## src/rtl/wb_mem_arbiter_pkg.sv

```systemverilog
//------------------------------------------------------------------------------
// wb_mem_arbiter_pkg : FSM encoding and Wishbone B3 CTI/BTE constants
// Revision: 1.0
//------------------------------------------------------------------------------
`default_nettype none

package wb_mem_arbiter_pkg;

    typedef enum logic [1:0] {
        ST_IDLE  = 2'd0,
        ST_BUSY  = 2'd1,
        ST_ABORT = 2'd2
    } arb_state_e;

    localparam logic [2:0] CTI_CLASSIC = 3'b000;
    localparam logic [2:0] CTI_CONST   = 3'b001;
    localparam logic [2:0] CTI_INCR    = 3'b010;
    localparam logic [2:0] CTI_EOB     = 3'b111;

    localparam logic [1:0] BTE_LINEAR  = 2'b00;
    localparam logic [1:0] BTE_WRAP4   = 2'b01;
    localparam logic [1:0] BTE_WRAP8   = 2'b10;
    localparam logic [1:0] BTE_WRAP16  = 2'b11;

    localparam int unsigned MAX_MASTERS = 8;

    function automatic int unsigned idx_width(input int unsigned n);
        return (n > 1) ? $clog2(n) : 1;
    endfunction

endpackage

`default_nettype wire

```

## src/rtl/wb_mem_arbiter_if.sv

```systemverilog
//------------------------------------------------------------------------------
// wb_mem_arbiter_if : master-side and slave-side Wishbone signals of the arbiter
// Revision: 1.0
//------------------------------------------------------------------------------
`default_nettype none

interface wb_mem_arbiter_if #(
    parameter int unsigned NUM_MASTERS = 2,
    parameter int unsigned AW          = 32,
    parameter int unsigned DW          = 32
) ();

    logic [NUM_MASTERS*AW-1:0]     m_adr_i;
    logic [NUM_MASTERS*DW-1:0]     m_dat_i;
    logic [NUM_MASTERS*(DW/8)-1:0] m_sel_i;
    logic [NUM_MASTERS-1:0]        m_we_i;
    logic [NUM_MASTERS-1:0]        m_cyc_i;
    logic [NUM_MASTERS-1:0]        m_stb_i;
    logic [NUM_MASTERS*3-1:0]      m_cti_i;
    logic [NUM_MASTERS*2-1:0]      m_bte_i;
    logic [DW-1:0]                 m_dat_o;
    logic [NUM_MASTERS-1:0]        m_ack_o;
    logic [NUM_MASTERS-1:0]        m_err_o;
    logic [NUM_MASTERS-1:0]        m_rty_o;

    logic [AW-1:0]                 s_adr_o;
    logic [DW-1:0]                 s_dat_o;
    logic [DW/8-1:0]               s_sel_o;
    logic                          s_we_o;
    logic                          s_cyc_o;
    logic                          s_stb_o;
    logic [2:0]                    s_cti_o;
    logic [1:0]                    s_bte_o;
    logic [DW-1:0]                 s_dat_i;
    logic                          s_ack_i;
    logic                          s_err_i;
    logic                          s_rty_i;

    // The arbiter itself is the slave of the masters; the environment holds the master view.
    modport slave (
        input  m_adr_i, m_dat_i, m_sel_i, m_we_i, m_cyc_i, m_stb_i, m_cti_i, m_bte_i,
        output m_dat_o, m_ack_o, m_err_o, m_rty_o,
        output s_adr_o, s_dat_o, s_sel_o, s_we_o, s_cyc_o, s_stb_o, s_cti_o, s_bte_o,
        input  s_dat_i, s_ack_i, s_err_i, s_rty_i
    );

    modport master (
        output m_adr_i, m_dat_i, m_sel_i, m_we_i, m_cyc_i, m_stb_i, m_cti_i, m_bte_i,
        input  m_dat_o, m_ack_o, m_err_o, m_rty_o,
        input  s_adr_o, s_dat_o, s_sel_o, s_we_o, s_cyc_o, s_stb_o, s_cti_o, s_bte_o,
        output s_dat_i, s_ack_i, s_err_i, s_rty_i
    );

endinterface

`default_nettype wire

```

## src/rtl/wb_mem_arbiter_rr_picker.sv

```systemverilog
//------------------------------------------------------------------------------
// wb_arb_rr_picker : combinational round-robin priority encoder
// Revision: 1.0
//------------------------------------------------------------------------------
`default_nettype none

module wb_arb_rr_picker #(
    parameter int unsigned NUM_MASTERS = 2,
    parameter int unsigned IDXW        = 1
) (
    input  logic [NUM_MASTERS-1:0] req_i,
    input  logic [IDXW-1:0]        last_grant_i,
    output logic [NUM_MASTERS-1:0] gnt_o,
    output logic                   valid_o
);

    // Search starts just above the last winner, so it always ends up lowest priority.
    always_comb begin
        logic [IDXW-1:0] idx;
        gnt_o   = '0;
        valid_o = 1'b0;
        idx     = '0;
        for (int k = 1; k <= int'(NUM_MASTERS); k++) begin
            idx = IDXW'((32'(last_grant_i) + 32'(k)) % NUM_MASTERS);
            if (!valid_o && req_i[idx]) begin
                gnt_o[idx] = 1'b1;
                valid_o    = 1'b1;
            end
        end
    end

endmodule

`default_nettype wire

```

## src/rtl/wb_mem_arbiter.sv

```systemverilog
//------------------------------------------------------------------------------
// wb_mem_arbiter : round-robin Wishbone B3 arbiter, one grant per bus cycle.
// Optional watchdog abort enabled by defining WB_ARB_TIMEOUT_EN.
// Revision: 1.0
//------------------------------------------------------------------------------
`default_nettype none

module wb_mem_arbiter
    import wb_mem_arbiter_pkg::*;
#(
    parameter int unsigned NUM_MASTERS    = 2,
    parameter int unsigned AW             = 32,
    parameter int unsigned DW             = 32,
    parameter int unsigned TIMEOUT_CYCLES = 255
) (
    input  logic                   wb_clk_i,
    input  logic                   wb_rst_i,
    wb_mem_arbiter_if.slave        bus,
    output logic [NUM_MASTERS-1:0] grant_o
);

    localparam int unsigned IDXW = idx_width(NUM_MASTERS);
    localparam int unsigned SW   = DW / 8;

    if (NUM_MASTERS < 2 || NUM_MASTERS > MAX_MASTERS) begin : g_bad_num_masters
        $error("wb_mem_arbiter: NUM_MASTERS must be in 2..8");
    end
    if (TIMEOUT_CYCLES < 1 || TIMEOUT_CYCLES > 65535) begin : g_bad_timeout
        $error("wb_mem_arbiter: TIMEOUT_CYCLES must be in 1..65535");
    end

    arb_state_e             state_q, state_d;
    logic [NUM_MASTERS-1:0] grant_q, grant_d;
    logic [IDXW-1:0]        last_q, last_d;

    logic [NUM_MASTERS-1:0] pick_gnt;
    logic                   pick_valid;
    logic [IDXW-1:0]        pick_idx;

    logic [AW-1:0]          own_adr;
    logic [DW-1:0]          own_dat;
    logic [SW-1:0]          own_sel;
    logic                   own_we, own_cyc, own_stb;
    logic [2:0]             own_cti;
    logic [1:0]             own_bte;
    logic                   busy;
    logic                   timeout_hit;

    wb_arb_rr_picker #(
        .NUM_MASTERS (NUM_MASTERS),
        .IDXW        (IDXW)
    ) u_picker (
        .req_i        (bus.m_cyc_i),
        .last_grant_i (last_q),
        .gnt_o        (pick_gnt),
        .valid_o      (pick_valid)
    );

    always_comb begin
        pick_idx = '0;
        for (int i = 0; i < int'(NUM_MASTERS); i++) begin
            if (pick_gnt[i]) pick_idx = IDXW'(i);
        end
    end

    // last_q doubles as the owner index while a grant is held.
    always_comb begin
        own_adr = '0;
        own_dat = '0;
        own_sel = '0;
        own_we  = 1'b0;
        own_cyc = 1'b0;
        own_stb = 1'b0;
        own_cti = '0;
        own_bte = '0;
        for (int i = 0; i < int'(NUM_MASTERS); i++) begin
            if (IDXW'(i) == last_q) begin
                own_adr = bus.m_adr_i[i*AW +: AW];
                own_dat = bus.m_dat_i[i*DW +: DW];
                own_sel = bus.m_sel_i[i*SW +: SW];
                own_we  = bus.m_we_i[i];
                own_cyc = bus.m_cyc_i[i];
                own_stb = bus.m_stb_i[i];
                own_cti = bus.m_cti_i[i*3 +: 3];
                own_bte = bus.m_bte_i[i*2 +: 2];
            end
        end
    end

    assign busy = (state_q == ST_BUSY);

`ifdef WB_ARB_TIMEOUT_EN
    logic [15:0] wdog_q;
    logic        slave_resp;

    assign slave_resp = bus.s_ack_i | bus.s_err_i | bus.s_rty_i;

    always_ff @(posedge wb_clk_i) begin
        if (wb_rst_i || !busy || slave_resp) begin
            wdog_q <= '0;
        end else if (bus.s_stb_o) begin
            wdog_q <= wdog_q + 16'd1;
        end
    end

    // Fires during the TIMEOUT_CYCLES-th unanswered strobe cycle.
    assign timeout_hit = busy && own_stb && (wdog_q == 16'(TIMEOUT_CYCLES - 1));
`else
    assign timeout_hit = 1'b0;
`endif

    always_ff @(posedge wb_clk_i) begin
        if (wb_rst_i) begin
            state_q <= ST_IDLE;
            grant_q <= '0;
            last_q  <= IDXW'(NUM_MASTERS - 1);
        end else begin
            state_q <= state_d;
            grant_q <= grant_d;
            last_q  <= last_d;
        end
    end

    always_comb begin
        state_d = state_q;
        grant_d = grant_q;
        last_d  = last_q;
        case (state_q)
            ST_IDLE: begin
                if (pick_valid) begin
                    state_d = ST_BUSY;
                    grant_d = pick_gnt;
                    last_d  = pick_idx;
                end
            end
            ST_BUSY: begin
                if (!own_cyc) begin
                    state_d = ST_IDLE;
                    grant_d = '0;
                end
`ifdef WB_ARB_TIMEOUT_EN
                else if (timeout_hit) begin
                    state_d = ST_ABORT;
                end
`endif
            end
`ifdef WB_ARB_TIMEOUT_EN
            ST_ABORT: begin
                if (!own_cyc) begin
                    state_d = ST_IDLE;
                    grant_d = '0;
                end
            end
`endif
            default: begin
                state_d = ST_IDLE;
                grant_d = '0;
            end
        endcase
    end

    assign bus.s_adr_o = own_adr;
    assign bus.s_dat_o = own_dat;
    assign bus.s_sel_o = own_sel;
    assign bus.s_cti_o = own_cti;
    assign bus.s_bte_o = own_bte;
    assign bus.s_we_o  = busy & own_we;
    assign bus.s_cyc_o = busy & own_cyc & ~timeout_hit;
    assign bus.s_stb_o = busy & own_stb & ~timeout_hit;

    assign bus.m_dat_o = bus.s_dat_i;
    assign bus.m_ack_o = grant_q & {NUM_MASTERS{busy & bus.s_ack_i & ~timeout_hit}};
    assign bus.m_err_o = grant_q & {NUM_MASTERS{busy & (bus.s_err_i | timeout_hit)}};
    assign bus.m_rty_o = grant_q & {NUM_MASTERS{busy & bus.s_rty_i & ~timeout_hit}};

    assign grant_o = grant_q;

endmodule

`default_nettype wire

```

## src/flat_wrapper.sv

```systemverilog
// flat-port wrapper written by rule: the top's interface ports become plain ports
module wb_mem_arbiter_flat import wb_mem_arbiter_pkg::*;
#(
    parameter int unsigned NUM_MASTERS    = 2,
    parameter int unsigned AW             = 32,
    parameter int unsigned DW             = 32,
    parameter int unsigned TIMEOUT_CYCLES = 255
)
  (wb_clk_i, wb_rst_i, grant_o, bus_m_adr_i, bus_m_dat_i, bus_m_sel_i, bus_m_we_i, bus_m_cyc_i, bus_m_stb_i, bus_m_cti_i, bus_m_bte_i, bus_m_dat_o, bus_m_ack_o, bus_m_err_o, bus_m_rty_o, bus_s_adr_o, bus_s_dat_o, bus_s_sel_o, bus_s_we_o, bus_s_cyc_o, bus_s_stb_o, bus_s_cti_o, bus_s_bte_o, bus_s_dat_i, bus_s_ack_i, bus_s_err_i, bus_s_rty_i);
  wb_mem_arbiter_if #(.NUM_MASTERS(NUM_MASTERS), .AW(AW), .DW(DW)) bus_i ();
  input  logic wb_clk_i;
  input  logic wb_rst_i;
  output logic [NUM_MASTERS-1:0] grant_o;
  input wire logic [$bits(bus_i.m_adr_i)-1:0] bus_m_adr_i;
  input wire logic [$bits(bus_i.m_dat_i)-1:0] bus_m_dat_i;
  input wire logic [$bits(bus_i.m_sel_i)-1:0] bus_m_sel_i;
  input wire logic [$bits(bus_i.m_we_i)-1:0] bus_m_we_i;
  input wire logic [$bits(bus_i.m_cyc_i)-1:0] bus_m_cyc_i;
  input wire logic [$bits(bus_i.m_stb_i)-1:0] bus_m_stb_i;
  input wire logic [$bits(bus_i.m_cti_i)-1:0] bus_m_cti_i;
  input wire logic [$bits(bus_i.m_bte_i)-1:0] bus_m_bte_i;
  output wire logic [$bits(bus_i.m_dat_o)-1:0] bus_m_dat_o;
  output wire logic [$bits(bus_i.m_ack_o)-1:0] bus_m_ack_o;
  output wire logic [$bits(bus_i.m_err_o)-1:0] bus_m_err_o;
  output wire logic [$bits(bus_i.m_rty_o)-1:0] bus_m_rty_o;
  output wire logic [$bits(bus_i.s_adr_o)-1:0] bus_s_adr_o;
  output wire logic [$bits(bus_i.s_dat_o)-1:0] bus_s_dat_o;
  output wire logic [$bits(bus_i.s_sel_o)-1:0] bus_s_sel_o;
  output wire logic [$bits(bus_i.s_we_o)-1:0] bus_s_we_o;
  output wire logic [$bits(bus_i.s_cyc_o)-1:0] bus_s_cyc_o;
  output wire logic [$bits(bus_i.s_stb_o)-1:0] bus_s_stb_o;
  output wire logic [$bits(bus_i.s_cti_o)-1:0] bus_s_cti_o;
  output wire logic [$bits(bus_i.s_bte_o)-1:0] bus_s_bte_o;
  input wire logic [$bits(bus_i.s_dat_i)-1:0] bus_s_dat_i;
  input wire logic [$bits(bus_i.s_ack_i)-1:0] bus_s_ack_i;
  input wire logic [$bits(bus_i.s_err_i)-1:0] bus_s_err_i;
  input wire logic [$bits(bus_i.s_rty_i)-1:0] bus_s_rty_i;
  assign bus_i.m_adr_i = bus_m_adr_i;
  assign bus_i.m_dat_i = bus_m_dat_i;
  assign bus_i.m_sel_i = bus_m_sel_i;
  assign bus_i.m_we_i = bus_m_we_i;
  assign bus_i.m_cyc_i = bus_m_cyc_i;
  assign bus_i.m_stb_i = bus_m_stb_i;
  assign bus_i.m_cti_i = bus_m_cti_i;
  assign bus_i.m_bte_i = bus_m_bte_i;
  assign bus_m_dat_o = bus_i.m_dat_o;
  assign bus_m_ack_o = bus_i.m_ack_o;
  assign bus_m_err_o = bus_i.m_err_o;
  assign bus_m_rty_o = bus_i.m_rty_o;
  assign bus_s_adr_o = bus_i.s_adr_o;
  assign bus_s_dat_o = bus_i.s_dat_o;
  assign bus_s_sel_o = bus_i.s_sel_o;
  assign bus_s_we_o = bus_i.s_we_o;
  assign bus_s_cyc_o = bus_i.s_cyc_o;
  assign bus_s_stb_o = bus_i.s_stb_o;
  assign bus_s_cti_o = bus_i.s_cti_o;
  assign bus_s_bte_o = bus_i.s_bte_o;
  assign bus_i.s_dat_i = bus_s_dat_i;
  assign bus_i.s_ack_i = bus_s_ack_i;
  assign bus_i.s_err_i = bus_s_err_i;
  assign bus_i.s_rty_i = bus_s_rty_i;
  wb_mem_arbiter #(.NUM_MASTERS(NUM_MASTERS), .AW(AW), .DW(DW), .TIMEOUT_CYCLES(TIMEOUT_CYCLES)) u_core (.wb_clk_i(wb_clk_i), .wb_rst_i(wb_rst_i), .bus(bus_i), .grant_o(grant_o));
endmodule
```

## config.mk

```make
export PLATFORM = sky130hd
export DESIGN_NAME = wb_mem_arbiter_flat
export DESIGN_NICKNAME = d
export VERILOG_FILES = /design/src/rtl/wb_mem_arbiter_pkg.sv /design/src/rtl/wb_mem_arbiter_if.sv /design/src/rtl/wb_mem_arbiter_rr_picker.sv /design/src/rtl/wb_mem_arbiter.sv /design/src/flat_wrapper.sv
export SDC_FILE = /design/constraint.sdc
export NUM_CORES = 1
export LEC_CHECK = 0
export ABC_AREA = 1
export BUFFER_PORTS_ARGS = -buffer_cell sky130_fd_sc_hd__buf_4
export CAP_MARGIN = 15
export CORE_AREA = 2 2 118 120
export DETAILED_ROUTE_END_ITERATION = 12
export DIE_AREA = 0 0 120 122
export PLACE_DENSITY = 0.42
export SYNTH_ARGS = -nofsm -noshare
export SYNTH_HDL_FRONTEND = slang
export SYNTH_SLANG_ARGS = --single-unit
```

## constraint.sdc

```tcl
create_clock -name wb_clk_i -period 1.1 [get_ports wb_clk_i]
set_clock_uncertainty 0.1 [all_clocks]
set_input_delay 0.11 -clock wb_clk_i [delete_from_list [all_inputs] [get_ports wb_clk_i]]
set_output_delay 0.11 -clock wb_clk_i [all_outputs]
set_load 0.05 [all_outputs]
```

# After elaboration in Yosys (flattened, before gate mapping)
# Cells that the tools add are included.
# W data, S select, Z words.
[op_classes]
addsub = 2
mul = 0
div_mod_pow = 0
order_cmp = 4
n_eq_ne = 3
shifts = 0
mux = 26
bitwise_logic = 10
n_reduce_logical = 7
[op_table]
columns = ["cell", "n"]
rows = [
  ["$mux W32", 2],
  ["$mux W1", 12],
  ["$mux W2", 6],
  ["$pmux W2 S2", 2],
  ["$and A1 B1 Y1", 6],
  ["$and A2 B2 Y2", 3],
  ["$lt A1 B2 Y1 const B", 2],
  ["$mux W4", 1],
  ["$reduce_and A2 Y1", 2],
  ["$logic_and A1 B1 Y1", 3],
  ["$mux W3", 1],
  ["$add A1 B1 Y1 const B", 2],
  ["$demux W1 S1", 2],
  ["$eq A2 B1 Y1 const B", 1],
  ["$ge A1 B1 Y1 const B", 2],
  ["$logic_not A2 Y1", 1],
  ["$ne A2 B1 Y1 const B", 1],
  ["$ne A2 B2 Y1 const B", 1],
  ["$or A2 B2 Y2", 1],
  ["$logic_not A1 Y1", 1],
]
[word_totals]
reg_bits = 5
latch_bits = 0
ram_bits = 0
rom_bits = 0
mem_count = 0

# Longest topological paths before layout
# Gate-level depths: netlist (run 1).
[depth]
ltp_word = 10
depth_mapped = 6
depth_no_buf = 5

# By module
# Synthesis (run 1) repeated with hierarchy kept, for this count alone.
[unflattened]
hier_cells = 315
hier_area_um2 = 1471.4
[by_module_without_submodules]
columns = ["mod", "instances", "cells_each", "area_each_um2"]
rows = [
  ["wb_mem_arbiter", 1, 309, 1445.1],
  ["wb_arb_rr_picker", 1, 6, 26.3],
]

# Worst setup path before layout (run 1)
# OpenSTA, ideal clock, no wires.
[synth_path]
path_kind = "flip-flop to output port"
startpoint = "register u_core.grant_q[0], in the netlist u_core.grant_o[0]"
endpoint = "output bus_m_ack_o[0]"
t_arrival_ps = 1881
slack_ps = -991
stages_incl_launch_ff = 3
path_buffers = 0
path_cell_list = "dfxtp_1 -> inv_1 -> nor3_1"
[synth_via]
elab_chain_cells = 1
[synth_rtl]
columns = ["element", "line", "rtl"]
rows = [
  ["start, declared", "wb_mem_arbiter.sv:33", "logic [NUM_MASTERS-1:0] grant_q, grant_d;"],
  ["start signal, assigned", "wb_mem_arbiter.sv:119", "grant_q <= grant_d;"],
  ["$and A2 B2 Y2", "wb_mem_arbiter.sv:172", "assign bus.m_ack_o = grant_q & {NUM_MASTERS{busy & bus.s_ack_i & ~timeout_hit}};"],
  ["end, declared", "flat_wrapper.sv:23", "output wire logic [$bits(bus_i.m_ack_o)-1:0] bus_m_ack_o;"],
]
# No other way between the ends.

# Final worst setup path (run 1)
[layout_path]
startpoint = "register u_core.last_q"
endpoint = "output bus_s_adr_o[23]"
[layout_via]
elab_chain_cells = 1
[layout_rtl]
columns = ["element", "line", "rtl"]
rows = [
  ["start, declared", "wb_mem_arbiter.sv:34", "logic [IDXW-1:0] last_q, last_d;"],
  ["start signal, assigned", "wb_mem_arbiter.sv:116", "last_q <= IDXW'(NUM_MASTERS - 1);"],
  ["start signal, assigned", "wb_mem_arbiter.sv:120", "last_q <= last_d;"],
  ["$mux W32", "wb_mem_arbiter.sv:77", "if (IDXW'(i) == last_q) begin"],
  ["end, declared", "flat_wrapper.sv:26", "output wire logic [$bits(bus_i.s_adr_o)-1:0] bus_s_adr_o;"],
]
# No other way between the ends.

==> results by group, run 1 <==
Status
  • Status: finished with violations
  • Failing checks: negative setup slack

Place
  • Routability Congestion: 0.746
  • DP HPWL: 7820 µm
  • IO buf count: 240
  • Placed inst area: 4340 µm²
  • Dpl ws: -0.218 ns

Timing
  • Slew Limit Fails: 0
  • Final setup viols: 85
  • Final setup margin: -0.360 ns
  • Final hold violations: 0
  • RSZ-0062 raised after global routing: yes
  • Max Fclk: 685 MHz
  • Tmin final: 1.46 ns
  • Headroom to the max-slew limit: 83.6%
  • Least-Margin Pin Slew: 0.244 ns
  • Final Cycle Share: 133%

Final layout
  • Final core utilization: 39.9%
  • Layout cells sized above 1: 81.3%
  • P&R area growth vs syn: 277%
  • Antenna diodes: 0
  • Most common cell after layout, fill and taps aside: buf_4
  • Nets@finish: 720
  • Final non-filler cell area: 5390 µm²
  • Most frequent cells in the layout: 166 x buf_4, 86 x nand2_1, 74 x buf_8, 69 x nand2_4, 46 x nand2_2

Setup path
  • RR Startpoint: u_core.last_q$_SDFFE_PP1P_
  • Critical path class: flip-flop to primary output
  • CP Launch Type: flip-flop
  • Worst path required time: 0.89 ns
  • RR Endpoint: u_core.grant_o[0]$_SDFFE_PP0P_
  • R2R setup slack: -0.12 ns
  • Cell at the slowest stage of the critical path: dfxtp_4
  • CP Max Fanout: 12
  • Worst path top cell family by delay: buffers and inverters
  • Bufs and invs on worst path: 3
  • Critical Path, Cell by Cell: buf_12, buf_8, nand2_1, nand2_4, buf_8
  • Crit-path most repeated cell: buf_8
  • R2R cell count: 6
  • CP peak stage delay: 0.39 ns
  • Arrival time worst endpoint: 1.25 ns
  • CP endpoint kind: primary output

Floorplanning
  • Die width: 120 µm
  • Die height: 122 µm
  • Core Region: 13500 µm²
  • # IOs: 305
  • Die ar.: 14600 µm²
  • Row cnt: 43
  • Initial Utilization: 10.6%

Yosys
  • Mapped cell area: 1430 µm²
  • Register bit count reported by yosys: 4
  • Average size of a mapped cell: 4.64 µm²
  • Syn. warnings: 0
  • Sequential area share after synthesis: 5.60%
  • Post-synth cell types: 16
  • Synth Instances: 308
  • Syn Nets: 497

Global routing
  • Largest net degree at the start of global routing: 29
  • Grt total ovfl: 0
  • Vias in the first global route: 3002
  • Total track usage: 12.3%
  • Initial antenna violation count: 0
  • First-pass GRT wire length: 14700 µm

Power
  • VDD IR max: 557 µV
  • Power, Total: 0.00527 W
  • PD cells: 979 nW/µm²
  • Leak Pwr: 2.67 nW

Run
  • Max-capacitance violation count: 0

Clock tree
  • Worst-path clk slew: 0.03 ns
  • Clock latency at the later pin of the worst-skew pair: 0.22 ns
  • H-tree depth: 1
  • CTS buffer count: 3
  • Root buf cell: clkbuf_16
  • CTS sink count: 4
  • CTS tree: yes
  • Clock Path Buffers: 2

Hold path
  • Min-Delay Startpoint: bus_m_cyc_i[0]
  • Class of the worst hold path: input port to flip-flop
  • Hold depth: 3
  • Worst Hold Path EP: u_core.grant_o[0]$_SDFFE_PP0P_

Route
  • Iter 0 DRT Violations: 54
  • DR vias: 2730
  • WL/cell: 13.5 µm
  • Via density: 3.85
  • DR DRC count: 0
  • Total Routed Length: 9620 µm
  • Antenna viol nets, final: 0
  • TritonRoute pass-1 iters: 4
## worst min-delay path: cells and delay by family
kind	cells	cell delay, ns
buffers and inverters	1	0.13
AND/OR/NAND/NOR	1	0.09
AO/OA/AOI/OAI	1	0.06
## power by group
part / leakage [nW] / switching, W / total, W / internal [W]
clock: 0.0382 / 0.000105 / 0.000583 / 0.000479
sequential: 0.0352 / 0.0000234 / 0.000183 / 0.000160
combinational: 2.60 / 0.00251 / 0.00451 / 0.00200
## per-stage QoR
| stage | hold slack [ns] | TNS, ns | std cells |
|---|---|---|---|
| floorplan | 0.0694 | -3.98 | 308 |
| global placement | 0.120 | -11.83 | 696 |
| detailed placement | 0.120 | -12.73 | 696 |
| CTS | 0.102 | -27.50 | 707 |
| global route | 0.120 | -30.21 | 710 |
| finish | 0.114 | -26.13 | 710 |
## how the worst max path moves through the flow
stage	start	end	slack, ns	depth (start not counted)
final	u_core.last_q$_SDFFE_PP1P_	bus_s_adr_o[23]	-0.36	5
after global placement	u_core.last_q$_SDFFE_PP1P_	bus_s_adr_o[3]	-0.21	5
after floorplan	u_core.grant_o[0]$_SDFFE_PP0P_	bus_m_ack_o[0]	-0.12	2
after global routing	u_core.last_q$_SDFFE_PP1P_	bus_s_adr_o[5]	-0.41	5
after detailed placement	u_core.last_q$_SDFFE_PP1P_	bus_s_adr_o[21]	-0.22	6
after CTS	u_core.last_q$_SDFFE_PP1P_	bus_s_adr_o[26]	-0.38	5
## layer usage
layer | track usage, % | routed length, µm | vias up
met2 | 24.2 | 5370 | 168
met4 | 2.57 | 110 | 0
met1 | 12.9 | 3170 | 1222
met3 | 3.70 | 963 | 4
li1 | - | - | 1336
met5 | 0 | 0 | -
## cells in the mapped netlist
cell type,n,share of area (%)
a21oi_1,3,1.1
and2_1,1,0.44
buf_2,9,3.2
buf_4,33,17
buf_6,6,4.7
clkbuf_1,1,0.26
dfxtp_1,4,5.6
inv_1,5,1.3
inv_2,2,0.53
nand2_1,224,59
nand3_1,5,1.8
nand3b_1,1,0.53
nor2_1,5,1.3
nor3_1,6,2.1
o21ai_0,2,0.70
o21ai_1,1,0.35
## what timing repair did
| item | in CTS | in global routing |
|---|---|---|
| cloned | 3 | 2 |
| resized for setup | 205 | 17 |
| pin swaps | 3 | 1 |
| hold endpoints to repair | 3 | 0 |
| setup endpoints to repair | 86 | 86 |
| setup buffers | 3 | 1 |
| hold buffers | 1 | 0 |
## cell type report
type / instances / area, µm²
clock buffers: 4 / 78.8
fillers: 1366 / 8120
inverters: 7 / 41.3
multi-input cells: 248 / 2110
flip-flops and latches: 4 / 95.1
well taps: 180 / 225
repair buffers: 267 / 2830
## cells by family (layout without fill, tap and decap cells)
| group | count (synthesis) | count (layout) | share of synthesized area, % |
|---|---|---|---|
| simple gates | 242 | 242 | 65.0 |
| buf+inv | 56 | 278 | 27.3 |
| compound gates | 6 | 6 | 2.10 |
| flops | 4 | 4 | 5.60 |
## sequential cells by signal (all words and copies together), names as in the netlist
name            cells
u_core.last_q       1
u_core.state_q      1
u_core.grant_o      2
Note: power is estimated with default switching activity, not from simulation.
==> inputs of run 2 (changes only) <==
--- a/config.mk
+++ b/config.mk
@@ -8,10 +8,11 @@
 export ABC_AREA = 1
 export BUFFER_PORTS_ARGS = -buffer_cell sky130_fd_sc_hd__buf_4
 export CAP_MARGIN = 15
-export CORE_AREA = 2 2 118 120
+export CORE_AREA = 2 2 120 122
 export DETAILED_ROUTE_END_ITERATION = 12
-export DIE_AREA = 0 0 120 122
-export PLACE_DENSITY = 0.42
+export DIE_AREA = 0 0 122 124
+export PLACE_DENSITY = 0.41
 export SYNTH_ARGS = -nofsm -noshare
 export SYNTH_HDL_FRONTEND = slang
+export SYNTH_HIERARCHICAL = 1
 export SYNTH_SLANG_ARGS = --single-unit
==> results by group, run 2 <==
Floorplanning
  • Die width: 122 µm
  • Die ar.: 15100 µm²
  • Die height: 124 µm
  • Row cnt: 43
  • Initial Utilization: 10.7%
  • # IOs: 305
  • Core Region: 13700 µm²

Clock tree
  • H-tree depth: 1
  • CTS tree: yes
  • Worst-path clk slew: 0.03 ns
  • CTS sink count: 4
  • Clock Path Buffers: 2
  • CTS buffer count: 3
  • Clock latency at the later pin of the worst-skew pair: 0.23 ns
  • Root buf cell: clkbuf_16

Final layout
  • Most common cell after layout, fill and taps aside: buf_4
  • P&R area growth vs syn: 257%
  • Fin cells: 712
  • Fill cells: 1393
  • Antenna diodes: 0
  • Most frequent cells in the layout: 161 x buf_4, 76 x nand2_1, 73 x nand2_4, 72 x buf_8, 64 x nand2_2
  • Layout cells sized above 1: 82.9%
  • Final core utilization: 38.3%
  • Nets@finish: 723
  • Max reg flops: 2
  • Register area: 95.1 µm²
  • Area of the multi-input gates: 2050 µm²

Setup path
  • R2R cell count: 6
  • Critical Path, Cell by Cell: clkinv_8, clkbuf_16, nand2_1, nand2_4, buf_8
  • CP peak stage delay: 0.40 ns
  • Arrival time worst endpoint: 1.29 ns
  • Cell at the slowest stage of the critical path: dfxtp_4
  • Bufs and invs on worst path: 3
  • CP endpoint kind: primary output
  • Setup crit start: u_core/last_q$_SDFFE_PP1P_
  • Worst path top cell family by delay: buffers and inverters
  • Critical path class: flip-flop to primary output
  • RR Startpoint: u_core/last_q$_SDFFE_PP1P_
  • CP Max Fanout: 15
  • CP Launch Type: flip-flop
  • Worst path required time: 0.89 ns
  • RR Endpoint: u_core/grant_o[1]$_SDFFE_PP0P_
  • R2R setup slack: -0.16 ns

Status
  • Failing checks: negative setup slack
  • Status: finished with violations

Yosys
  • Largest cells by area after synthesis: nand2_1 58%, buf_4 19%, dfxtp_1 5.4%, buf_6 4.6%, nor3_1 2.0%
  • Register bit count reported by yosys: 4
  • Synth top area share: 58.2%
  • Sequential area share after synthesis: 5.44%
  • Area share of and/or/nand/nor cells after synthesis: 63.9%
  • Synth Instances: 315
  • Adder-cell share of the synthesized area: 0%
  • Cell accounting for the most synthesized area: nand2_1
  • Compound-Gate Fraction of Synth Area: 2.38%
  • Mux share of post-synthesis cell area: 0%
  • Post-Synth XOR/XNOR Area: 0%
  • Count leader, synth: nand2_1
  • Mapped cell area: 1470 µm²
  • Average size of a mapped cell: 4.67 µm²
  • Main synth FF type: dfxtp_1
  • Syn. warnings: 6
  • EDFF count, synth: 0
  • Largest family of logic cells by synthesized area: simple AND/OR/NAND/NOR gates
  • Syn Nets: 504
  • Post-synth cell types: 15
  • FFs w/ async S/R, synth: 0%
  • Commonest cells post-synth: 228 x nand2_1, 38 x buf_4, 8 x inv_1

Route
  • Via density: 3.85
  • Total Routed Length: 9140 µm
  • DR DRC count: 0
  • Antenna viol nets, final: 0
  • WL/cell: 12.8 µm
  • Iter 0 DRT Violations: 47
  • DR vias: 2744
  • TritonRoute pass-1 iters: 4

Timing
  • Final Cycle Share: 137%
  • Tmin final: 1.50 ns
  • Slew Limit Fails: 0
  • Final hold violations: 0
  • Headroom to the max-slew limit: 83.5%
  • Final setup viols: 86
  • RSZ-0062 raised after global routing: yes
  • Final setup margin: -0.403 ns
  • Least-Margin Pin Slew: 0.247 ns
  • Max Fclk: 666 MHz

Global routing
  • First-pass GRT wire length: 12200 µm
  • Vias in the first global route: 2668
  • Grt total ovfl: 0
  • Total track usage: 9.95%
  • Initial antenna violation count: 0
  • Largest net degree at the start of global routing: 31

Place
  • IO buf count: 240
  • Dpl ws: -0.196 ns
  • DP HPWL: 7340 µm
  • Placed cells: 700
  • Routability Congestion: 0.711

Hold path
  • Min-Delay Startpoint: bus_s_dat_i[19]
  • Hold depth: 0
  • Class of the worst hold path: input port to primary output
  • Worst Hold Path EP: bus_m_dat_o[19]

Run
  • Max-capacitance violation count: 0

Power
  • Leak Pwr: 2.64 nW
  • PD cells: 993 nW/µm²
  • VDD IR max: 431 µV
## run 2: area by class of cell
| cell class | count | area share (%) |
|---|---|---|
| sequential | 4 | 1.81 |
| timing repair buffer | 263 | 52.4 |
| multi-input combinational | 252 | 39.0 |
| inverter | 10 | 1.05 |
| clock buffer | 3 | 1.43 |
| tap | 180 | 4.28 |
## run 2: cells by family after synthesis
group,after synthesis
buf+inv,59
simple gates,245
flops,4
compound gates,7
## run 2: through the flow
stage                     cell area, µm²  setup TNS [ns]  hold slack (ns)  total power [W]
after floorplan                     2380           -5.34           0.0694          0.00292
after global placement              4200          -10.89            0.120          0.00379
after detailed placement            4200          -11.83            0.120          0.00380
after CTS                           4670          -28.37            0.120          0.00475
after global routing                5260          -31.41            0.120          0.00546
final                               5260          -27.75            0.120          0.00522
## run 2: worst max path at each step
stage	end	slack, ns	cells after the start
after global routing	bus_s_adr_o[5]	-0.44	5
after global placement	bus_s_dat_o[27]	-0.17	5
final	bus_s_adr_o[5]	-0.40	5
after floorplan	bus_m_ack_o[0]	-0.12	2
after CTS	bus_s_dat_o[9]	-0.41	5
after detailed placement	bus_s_dat_o[21]	-0.20	5
## run 2: power by group
| part | internal (W) | switching, W |
|---|---|---|
| combinational | 0.00196 | 0.00251 |
| clock | 0.000465 | 0.000108 |
| sequential | 0.000160 | 0.0000223 |
## run 2: per-layer routing
metal / GRT usage (%) / vias to the layer above / routed length (µm)
met5: 0 / - / 0
met1: 10.3 / 1211 / 2950
met4: 2.23 / 0 / 85
met2: 19.8 / 174 / 5010
li1: - / 1345 / -
met3: 2.61 / 14 / 1100
## run 2: repair_timing
action | in CTS | in global routing
hold buffers | 1 | 0
gates resized for setup | 104 | 138
endpoints found under the hold margin | 3 | 0
setup buffers | 2 | 2
setup endpoints to repair | 86 | 86
cloned | 0 | 5
pin swaps | 1 | 8
## run 2: worst register-to-register path, delay by kind of cell, from the launching register on
family	cells	cell delay, ns
buffers and inverters	3	0.39
flip-flops	1	0.37
AO/OA/AOI/OAI	2	0.25
AND/OR/NAND/NOR	1	0.09
==> inputs of run 3 (changes only) <==
--- a/config.mk
+++ b/config.mk
@@ -6,12 +6,12 @@
 export NUM_CORES = 1
 export LEC_CHECK = 0
 export ABC_AREA = 1
-export BUFFER_PORTS_ARGS = -buffer_cell sky130_fd_sc_hd__buf_4
 export CAP_MARGIN = 15
 export CORE_AREA = 2 2 120 122
 export DETAILED_ROUTE_END_ITERATION = 12
 export DIE_AREA = 0 0 122 124
-export PLACE_DENSITY = 0.41
+export DONT_BUFFER_PORTS = 1
+export PLACE_DENSITY = 0.3
 export SYNTH_ARGS = -nofsm -noshare
 export SYNTH_HDL_FRONTEND = slang
 export SYNTH_HIERARCHICAL = 1
==> constraint.sdc (replaced) <==
create_clock -name wb_clk_i -period 1.25 [get_ports wb_clk_i]
set_clock_uncertainty 0.1 [all_clocks]
set_input_delay 0.125 -clock wb_clk_i [delete_from_list [all_inputs] [get_ports wb_clk_i]]
set_output_delay 0.125 -clock wb_clk_i [all_outputs]
set_load 0.05 [all_outputs]
==> results by group, run 3 (synthesis results as in run 2) <==
Clock tree
  • Setup Fix Bufs, Post-CTS: 0
  • Clock latency at the later pin of the worst-skew pair: 0.23 ns
  • CTS buffer count: 3
  • Worst-path clk slew: 0.03 ns
  • CTS sink count: 4
  • H-tree depth: 1
  • Clock Path Buffers: 2
  • CTS tree: yes
  • Root buf cell: clkbuf_16

Power
  • VDD IR max: 292 µV
  • Sw Share: 62.4%
  • Leak Pwr: 1.18 nW
  • Comb pwr share: 77.5%
  • Psw: 0.00188 W
  • PD cells: 1200 nW/µm²
  • Pint: 0.00114 W
  • Clock network fraction of design power: 17.3%
  • Flop pwr share: 5.3%

Route
  • Via density: 3.82
  • WL/cell: 13.1 µm
  • TritonRoute pass-1 iters: 4
  • Total Routed Length: 6300 µm
  • DR vias: 1828
  • Iter 0 DRT Violations: 65
  • Antenna viol nets, final: 0
  • DR DRC count: 0

Status
  • Failing checks: negative setup slack
  • Status: finished with violations

Final layout
  • Max reg flops: 2
  • Most common cell after layout, fill and taps aside: nand2_1
  • Final core utilization: 18.4%
  • Layout cells sized above 1: 40.1%
  • P&R area growth vs syn: 71.8%
  • Antenna diodes: 0
  • Nets@finish: 489
  • Most frequent cells in the layout: 158 x nand2_1, 66 x nand2_4, 20 x buf_12, 8 x inv_1, 6 x nor3_4
  • Fill cells: 1552

Timing
  • Least-Margin Pin Slew: 0.270 ns
  • Final setup margin: -0.201 ns
  • Headroom to the max-slew limit: 82.0%
  • Final setup viols: 77
  • Max Fclk: 689 MHz
  • Slew Limit Fails: 0
  • Tmin final: 1.45 ns
  • Fin Setup TNS: -10.14 ns
  • RSZ-0062 raised after global routing: yes
  • Final Cycle Share: 116%
  • Final hold violations: 0

Global routing
  • Initial antenna violation count: 0
  • First-pass GRT wire length: 8620 µm
  • Largest net degree at the start of global routing: 32
  • Total track usage: 7.31%
  • Grt total ovfl: 0
  • Vias in the first global route: 1783

Place
  • IO buf count: 0
  • DP HPWL: 5170 µm
  • Routability Congestion: 0.755

Floorplanning
  • Die width: 122 µm
  • # IOs: 305
  • Initial Utilization: 10.7%
  • Die ar.: 15100 µm²
  • Die height: 124 µm
  • Row cnt: 43
  • Core Region: 13700 µm²

Setup path
  • Arrival time worst endpoint: 1.23 ns
  • CP endpoint kind: primary output
  • Critical path class: flip-flop to primary output
  • CP Launch Type: flip-flop
  • CP Max Fanout: 6
  • R2R cell count: 5
  • Worst path required time: 1.02 ns

Run
  • Max-capacitance violation count: 0

Hold path
  • Hold depth: 3
  • Class of the worst hold path: input port to flip-flop
==> run 3: cell count changes in the layout (fill, tap and decap cells not counted), sizes merged <==
cell / delta
inv: +1
buf: -230
clkinv: -1
clkbuf: -3
==> run 3: critical path: stages (launching register included) <==
cell     delay (ns)
dfxtp_4        0.40
inv_6          0.08
or2_1          0.22
nand3_2        0.08
inv_1          0.07
buf_12         0.15
==> run 3: power by group through the flow <==
stage	Sequential (W)	Combinational (W)	Clock, W
after detailed placement	0.000155	0.00224	0
after global placement	0.000154	0.00223	0
after global routing	0.000162	0.00245	0.000549
after floorplan	0.000168	0.00215	0
after CTS	0.000155	0.00238	0.000535
final	0.000159	0.00234	0.000522
==> run 3: final timing paths <==
check                             start                             end  slack (ns)
min                      bus_m_cyc_i[0]      u_core/last_q$_SDFFE_PP1P_        0.01
min reg2reg  u_core/last_q$_SDFFE_PP1P_      u_core/last_q$_SDFFE_PP1P_        0.58
max reg2reg  u_core/last_q$_SDFFE_PP1P_  u_core/state_q[0]$_SDFFE_PP0P_        0.10
max          u_core/last_q$_SDFFE_PP1P_                     bus_s_cyc_o       -0.20
==> run 3: layout make-up <==
cell class                      count  area (µm²)  share of cell area [%]
Multi-Input combinational cell    252        1580                    62.5
Timing Repair Buffer               29         498                    19.7
Inverter                           10        50.0                    1.98
Sequential cell                     4        95.1                    3.76
Clock buffer                        4        78.8                    3.12
Tap cell                          180         225                    8.91
==> run 3: stage by stage <==
stage               cell area (µm²)  total power, W  worst slack, ns  instances  hold slack, ns
global route                   2530         0.00316           -0.259        479          0.0477
CTS                            2520         0.00307           -0.217        480          0.0173
global placement               2250         0.00238          -0.0123        474          0.0903
detailed placement             2250         0.00239          -0.0581        474          0.0912
floorplan                      1940         0.00232          -0.0274        315          0.0844
finish                         2530         0.00302           -0.201        479          0.0133
==> run 3: repair_timing <==
| action | 4_1_cts | 5_1_grt |
|---|---|---|
| setup endpoints to repair | 83 | 82 |
| cloned | 1 | 0 |
| hold buffers | 1 | 0 |
| endpoints found under the hold margin | 4 | 0 |
| resized for setup | 36 | 9 |
| pin swaps | 8 | 8 |
==> run 3: layer usage <==
| metal | global-route usage, % | vias to the layer above | wire length (µm) |
|---|---|---|---|
| li1 | - | 876 | - |
| met1 | 6.21 | 796 | 1950 |
| met2 | 15.7 | 142 | 3510 |
| met3 | 1.83 | 14 | 736 |
| met4 | 3.02 | 0 | 106 |
| met5 | 0 | - | 0 |
